File: src/rtl/edge_detector_multi.sv
`default_nettype none
// ============================================================================
//  Module   : edge_detector_multi
//  Brief    : N-channel edge detector. Each channel has an input synchroniser,
//             a glitch filter, a Moore edge FSM, a per-channel mode
//             (off/rise/fall/both), a registered one-cycle tick and a
//             saturating event counter with synchronous clear.
//  Revision : 1.0 - initial release
// ============================================================================
module edge_detector_multi #(
    parameter int N           = 4,
    parameter int SYNC_STAGES = 2,
    parameter int FILTER_LEN  = 1,
    parameter int CNT_W       = 8
) (
    input  logic               clk,
    input  logic               rst,
    input  logic [N-1:0]       sig,
    input  logic [2*N-1:0]     mode,
    input  logic [N-1:0]       clr,
    output logic [N-1:0]       lvl,
    output logic [N-1:0]       tick,
    output logic [N*CNT_W-1:0] evt_cnt
);

    // Filter counter must hold 0..FILTER_LEN-1; one extra bit keeps it >=1 wide.
    localparam int c_FC_W = $clog2(FILTER_LEN) + 1;
    localparam logic [c_FC_W-1:0] c_FC_LAST = c_FC_W'(FILTER_LEN - 1);
    localparam logic [CNT_W-1:0]  c_CNT_MAX = '1;

    // Edge FSM encoding
    localparam logic [1:0] c_ST_LOW  = 2'd0;
    localparam logic [1:0] c_ST_RISE = 2'd1;
    localparam logic [1:0] c_ST_HIGH = 2'd2;
    localparam logic [1:0] c_ST_FALL = 2'd3;

    for (genvar i = 0; i < N; i++) begin : g_ch
        logic [SYNC_STAGES-1:0] r_sync;
        logic [c_FC_W-1:0]      r_fc;
        logic                   r_lvl;
        logic [1:0]             r_state;
        logic [1:0]             w_state_nxt;
        logic                   w_tick_nxt;
        logic                   r_tick;
        logic [CNT_W-1:0]       r_cnt;
        logic [1:0]             w_mode;
        logic                   w_sync;

        assign w_mode = mode[2*i +: 2];
        assign w_sync = r_sync[SYNC_STAGES-1];

        // Shift the asynchronous pin through the synchroniser chain.
        always_ff @(posedge clk) begin
            if (rst) begin
                r_sync <= '0;
            end else begin
                r_sync <= {r_sync[SYNC_STAGES-2:0], sig[i]};
            end
        end

        // Accept a level change only after FILTER_LEN consecutive differing samples.
        always_ff @(posedge clk) begin
            if (rst) begin
                r_fc  <= '0;
                r_lvl <= 1'b0;
            end else if (w_sync == r_lvl) begin
                r_fc <= '0;
            end else if (r_fc == c_FC_LAST) begin
                r_lvl <= w_sync;
                r_fc  <= '0;
            end else begin
                r_fc <= r_fc + c_FC_W'(1);
            end
        end

        // Edge FSM state register.
        always_ff @(posedge clk) begin
            if (rst) begin
                r_state <= c_ST_LOW;
            end else begin
                r_state <= w_state_nxt;
            end
        end

        // Next state from the filtered level; tick qualified by the mode
        // present at the edge that enters RISE/FALL.
        always_comb begin
            w_state_nxt = r_state;
            w_tick_nxt  = 1'b0;
            case (r_state)
                c_ST_LOW:  w_state_nxt = r_lvl ? c_ST_RISE : c_ST_LOW;
                c_ST_RISE: w_state_nxt = r_lvl ? c_ST_HIGH : c_ST_FALL;
                c_ST_HIGH: w_state_nxt = r_lvl ? c_ST_HIGH : c_ST_FALL;
                c_ST_FALL: w_state_nxt = r_lvl ? c_ST_RISE : c_ST_LOW;
                default:   w_state_nxt = c_ST_LOW;
            endcase
            w_tick_nxt = ((w_state_nxt == c_ST_RISE) && w_mode[0]) ||
                         ((w_state_nxt == c_ST_FALL) && w_mode[1]);
        end

        // Registered tick, aligned with the cycle the FSM sits in RISE/FALL.
        always_ff @(posedge clk) begin
            if (rst) begin
                r_tick <= 1'b0;
            end else begin
                r_tick <= w_tick_nxt;
            end
        end

        // Saturating event counter; a clear coinciding with an event keeps that event.
        always_ff @(posedge clk) begin
            if (rst) begin
                r_cnt <= '0;
            end else if (clr[i]) begin
                r_cnt <= w_tick_nxt ? CNT_W'(1) : '0;
            end else if (w_tick_nxt && (r_cnt != c_CNT_MAX)) begin
                r_cnt <= r_cnt + CNT_W'(1);
            end
        end

        assign lvl[i]                   = r_lvl;
        assign tick[i]                  = r_tick;
        assign evt_cnt[i*CNT_W +: CNT_W] = r_cnt;
    end

endmodule
`default_nettype wire

File: config.mk
export PLATFORM = sky130hd
export DESIGN_NAME = edge_detector_multi
export DESIGN_NICKNAME = d
export VERILOG_FILES = /design/src/rtl/edge_detector_multi.sv
export SDC_FILE = /design/constraint.sdc
export NUM_CORES = 1
export LEC_CHECK = 0
export ABC_AREA = 1
export CORE_ASPECT_RATIO = 0.6
export CORE_MARGIN = 2
export CORE_UTILIZATION = 41
export CTS_BUF_LIST = sky130_fd_sc_hd__clkbuf_16
export DETAILED_ROUTE_END_ITERATION = 8
export PLACE_DENSITY = 0.66
export SLEW_MARGIN = 25
export SYNTH_ARGS = -nofsm -noshare
export SYNTH_HDL_FRONTEND = slang
export SYNTH_SLANG_ARGS = --single-unit
export TNS_END_PERCENT = 1
File: constraint.sdc
create_clock -name clk -period 2 [get_ports clk]
set_clock_uncertainty 0.05 [all_clocks]
set_input_delay 0.3 -clock clk [delete_from_list [all_inputs] [get_ports clk]]
set_output_delay 0.3 -clock clk [all_outputs]
set_load 0.01 [all_outputs]
==> flow_summary.toml, run 1 <==
[status]
status = "finished, final reports clean"

[route]
wirelength_um = 6340
route.detailed.drc = 0
dr.pass1.iters = 4
postRouteAntennaNets = 0
vias_per_cell = 4.79
drt_iter0_markers = 215
vias = 2682
wl_per_cell_um = 11.3

[floorplan]
die_x_um = 112
row_count = 23
dieArea_mm2 = 0.00776
io_pins = 58
die_h_um = 69.1
core_mm2 = 0.00676
start_util_pct = 42.8

[clock_tree]
cts_tree = "built"
ctsHoldBuffers = 0
cts_buffers = 9
cts_resized = 0
clock_sinks = 60
htree_levels = 3
clockRootBuffer = "clkbuf_16"
cts_buffer_depth = 2
clock_latency_ps = 320
clk_pin_slew_ps = 50
post_cts_buffers = 0

[critical_path]
r2r_slack_ps = 350
crit_type = "flop to output port"
worstPathCellList = "clkdlybuf4s50_1"
cp.depth = 1
cpMaxStageDelayCell = "clkdlybuf4s50_1"
path_buf_inv = 1
endpoint_kind = "output port"
path_delay_family = "buffers and inverters"
crit_path_max_fanout = 7
critPathRequiredTime_ps = 1650
startpoint_type = "flop"
rr_startpoint = "g_ch[2].r_state[1]"
endpoint = "evt_cnt[10]"
cp.arrival_ps = 1370
slowest_delay_ps = 590
startpoint = "g_ch[1].r_cnt[2]"
reg2reg_depth = 9
rr_endpoint = "g_ch[2].r_cnt[4]"

[synthesis]
synth_top_area_share_pct = 41.5
yosysUniqueCellTypes = 24
synth_area_leaders = "dfxtp_1 (42%), nand2_1 (9.3%), inv_1 (8.4%)"
synthCells = 407
syn_area_mm2 = 0.00289
synth_area_per_cell_um2 = 7.10
synth_top_cell_by_area = "dfxtp_1"
ys_ff_latch = 60
yosysSeqAreaShare_pct = 41.5
ys_warn_count = 0

[job]
cap_violations = 0

[place]
place.gp.congestion = 0.842
port_buffers = 57
hpwl_um = 4730
dp.cells = 544

[worst_hold_path]
min_path_cells = 2
hp-class = "flop to flop"

[layout]
multiInputGateArea_mm2 = 0.00138
layout_common_cells = "nand2_1 (72), inv_1 (65), dfxtp_1 (60)"
stdcell_count = 560
layout_commonest_cell = "nand2_1"
drive_above_1_share_pct = 7.61
n_antenna_cell = 0
num-fill-cells = 603
fin_nets = 498
synthToLayoutAreaGrowth_pct = 32.6
register_area_mm2 = 0.00120

[timing]
hold_viol_final = 0
setup_viol = 0
fin_setup_tns_ps = 0
rsz0062_at_grt = "false"
slew_viol_final = 0
post-route-period-util_pct = 85.8
fmax_mhz = 583
fin_crit_ps = 1720

[global_routing]
grt_pass1_wl_um = 10800
antenna_found_initial = 0
grt_start_max_net_pins = 32
grt_overflow_total = 0
grt_pass1_vias = 2332
track_usage_pct = 16.8

[power_and_ir_drop]
pwr_density_cell_mw_per_mm2 = 1070
peakVddDrop_mv = 0.562
p_leak_uw = 0.00161
registers in the layout, summed over array words and instances, names as in the netlist:
register and flops:
g_ch.r_cnt 32, g_ch.r_fc 4, g_ch.r_lvl 4, g_ch.r_state 8, g_ch.r_sync 8, g_ch.r_tick 4
per-layer routing:
layer	track usage, %	vias up	wire, µm
met5	0	-	0
met4	5.28	0	37
met3	4.93	4	486
met2	23.0	84	2560
met1	25.2	1189	3250
li1	-	1405	-
area by class of cell:
cell class,instances,area share (%)
Inverter,67,6.56
Multi-Input combinational cell,272,35.9
Clock inverter,7,2.12
Timing Repair Buffer,58,15.4
Tap cell,87,2.84
Sequential cell,60,31.3
Clock buffer,9,5.87
worst min-delay path by stage:
stage	end	start
floorplan	g_ch[0].r_tick	rst
global placement	g_ch[0].r_sync[1]	g_ch[0].r_sync[0]
detailed placement	g_ch[0].r_sync[1]	g_ch[0].r_sync[0]
CTS	g_ch[0].r_sync[1]	g_ch[0].r_sync[0]
global route	g_ch[3].r_sync[1]	g_ch[3].r_sync[0]
finish	g_ch[0].r_sync[1]	g_ch[0].r_sync[0]
through the flow:
step	hold WS, ps	power, µW	utilization (%)	cell area (µm²)	setup slack (ps)
2_1_floorplan	334	2170	-	2900	592
3_3_place_gp	342	2500	52.2	3530	347
3_5_place_dp	352	2520	52.2	3530	340
4_1_cts	361	4120	56.7	3830	266
5_1_grt	383	4320	56.7	3830	174
6_report	355	4090	56.7	3830	284
logic make-up (layout without fill, tap and decap cells):
family / after synthesis / count (layout) / share of synthesized area, %
XOR/XNOR: 4 / 4 / 1.21
AND/OR/NAND/NOR: 203 / 203 / 31.9
flip-flops: 60 / 60 / 41.5
other: 1 / 4 / 0.130
buffers and inverters: 78 / 141 / 11.3
AO/OA/AOI/OAI: 49 / 49 / 8.70
adder cells (fa/ha/maj): 12 / 12 / 5.19
power by group:
part,switching (µW),internal [µW]
Combinational,572,438
Sequential,126,1370
Clock,513,1070
Total,1210,2880
synthesized netlist by cell type:
cell type	n
a21oi_1	28
o21ai_1	2
nand2_8	1
nor2_4	1
inv_2	1
nand2_2	9
xnor2_1	4
buf_4	8
ha_1	12
nor3_1	9
nor2_2	6
nand2_4	3
nand4_1	6
inv_1	65
nand3_1	41
buf_2	3
conb_1	1
o31ai_1	1
nor2_1	55
dfxtp_1	60
nand2_1	72
o21ai_0	17
clkinv_1	1
a21oi_2	1
tightest hold or removal path, stage by stage (launching register included):
cell,delay (ps)
dfxtp_1,290
inv_1,40
nor2_1,30
No activity file was read; power rests on OpenSTA's default activity.
==> run 2, diff against run 1 <==
--- a/config.mk
+++ b/config.mk
@@ -6,6 +6,7 @@
 export NUM_CORES = 1
 export LEC_CHECK = 0
 export ABC_AREA = 1
+export CAP_MARGIN = 20
 export CORE_ASPECT_RATIO = 0.6
 export CORE_MARGIN = 2
 export CORE_UTILIZATION = 41
==> results of run 2 <==
No change in the layout: final DEF, timing and power equal those of run 1.
==> run 3, diff against run 2 <==
--- a/config.mk
+++ b/config.mk
@@ -8,12 +8,12 @@
 export ABC_AREA = 1
 export CAP_MARGIN = 20
 export CORE_ASPECT_RATIO = 0.6
-export CORE_MARGIN = 2
+export CORE_MARGIN = 3
 export CORE_UTILIZATION = 41
 export CTS_BUF_LIST = sky130_fd_sc_hd__clkbuf_16
 export DETAILED_ROUTE_END_ITERATION = 8
 export PLACE_DENSITY = 0.66
-export SLEW_MARGIN = 25
+export SLEW_MARGIN = 20
 export SYNTH_ARGS = -nofsm -noshare
 export SYNTH_HDL_FRONTEND = slang
 export SYNTH_SLANG_ARGS = --single-unit
==> flow_summary.toml, run 3 (same netlist as run 1, synthesis figures left out) <==
[status]
status = "finished, final reports clean"

[critical_path]
cp.arrival_ps = 1360
path_delay_family = "buffers and inverters"
cp.depth = 1
critPathRequiredTime_ps = 1650
endpoint = "evt_cnt[10]"
crit_path_max_fanout = 7
endpoint_kind = "output port"
path_buf_inv = 1
rr_endpoint = "g_ch[2].r_cnt[4]"
slowest_delay_ps = 590
cpMaxStageDelayCell = "clkdlybuf4s50_1"
rr_startpoint = "g_ch[2].r_state[1]"
r2r_slack_ps = 360
reg2reg_depth = 9
startpoint_type = "flop"
startpoint = "g_ch[1].r_cnt[2]"
worstPathCellList = "clkdlybuf4s50_1"
crit_type = "flop to output port"

[clock_tree]
clock_sinks = 60
ctsHoldBuffers = 0
cts_resized = 0
htree_levels = 3
cts_buffer_depth = 2
cts_tree = "built"
post_cts_buffers = 0
clockRootBuffer = "clkbuf_16"
clk_pin_slew_ps = 50
cts_buffers = 9
clock_latency_ps = 320

[place]
port_buffers = 57
place.gp.congestion = 0.859
dp.cells = 544
hpwl_um = 4740
placed_area_mm2 = 0.00353

[layout]
largest_registers = "g_ch.r_cnt (32), g_ch.r_state (8), g_ch.r_sync (8)"
layout_commonest_cell = "nand2_1"
largest-register = "g_ch.r_cnt"
layout_common_cells = "nand2_1 (72), inv_1 (66), dfxtp_1 (60)"
utilization_pct = 55.8
drive_above_1_share_pct = 6.99
design_area_mm2 = 0.00378
n_antenna_cell = 0
synthToLayoutAreaGrowth_pct = 30.6
stdcell_count = 559
largest_register_ffs = 32
fin_nets = 498

[timing]
setup_viol = 0
hold_ws_ps = 353
hold_viol_final = 0
fin_crit_ps = 1710
slew_viol_final = 0
post-route-period-util_pct = 85.5
fin_setup_tns_ps = 0
fmax_mhz = 585
rsz0062_at_grt = "false"

[floorplan]
die_h_um = 71.1
row_count = 23
start_util_pct = 42.8
dieArea_mm2 = 0.00813
io_pins = 58
core_mm2 = 0.00676
die_x_um = 114

[route]
dr.pass1.iters = 5
vias = 2680
drt_iter0_markers = 174
wirelength_um = 6440
wl_per_cell_um = 11.5
postRouteAntennaNets = 0
vias_per_cell = 4.79
route.detailed.drc = 0

[worst_hold_path]
hp-class = "flop to flop"

[job]
cap_violations = 0

[global_routing]
grt_pass1_wl_um = 10800
grt_pass1_vias = 2317
grt_start_max_net_pins = 32
track_usage_pct = 16.5
grt_overflow_total = 0
antenna_found_initial = 0

[power_and_ir_drop]
pwr_density_cell_mw_per_mm2 = 1010
peakVddDrop_mv = 0.468
p_leak_uw = 0.00158
-- run 3: tightest hold or removal path, cell delays in order, from the launching register on --
cell and delay, ps:
dfxtp_1 290, inv_1 40, nor2_1 30
-- run 3: power breakdown --
part / internal (µW) / total [µW] / switching [µW] / leakage, µW
sequential: 1370 / 1500 / 128 / 0.000491
combinational: 437 / 1010 / 569 / 0.000966
clock: 804 / 1300 / 499 / 0.000126
-- run 3: metrics by stage --
step | setup WS (ps) | total power, µW
final | 290 | 3800
after global routing | 139 | 4040
after CTS | 275 | 3830
after detailed placement | 347 | 2520
after global placement | 320 | 2500
after floorplan | 592 | 2170
-- run 3: layer usage --
metal | global-route usage (%) | wire (µm) | part of all wire (%)
met5 | 0 | 0 | 0
met4 | 4.35 | 68 | 1.1
met3 | 6.75 | 544 | 8.4
met2 | 23.3 | 2580 | 40
met1 | 23.1 | 3250 | 50
-- run 3: layout make-up --
| class | instances | area (µm²) |
|---|---|---|
| fillers | 621 | 2990 |
| inverters | 67 | 251 |
| clock inverters | 6 | 23.8 |
| flip-flops and latches | 60 | 1200 |
| clock buffers | 9 | 225 |
| well taps | 87 | 109 |
| multi-input cells | 272 | 1380 |
| repair buffers | 58 | 591 |
-- run 3: worst min path at each step --
stage / from / end / depth (start not counted)
after detailed placement: g_ch[0].r_sync[0] / g_ch[0].r_sync[1] / 2
final: g_ch[0].r_sync[0] / g_ch[0].r_sync[1] / 2
after global routing: g_ch[1].r_sync[0] / g_ch[1].r_sync[1] / 2
after global placement: g_ch[0].r_sync[0] / g_ch[0].r_sync[1] / 2
after floorplan: rst / g_ch[0].r_tick / 1
after CTS: g_ch[0].r_sync[0] / g_ch[0].r_sync[1] / 2
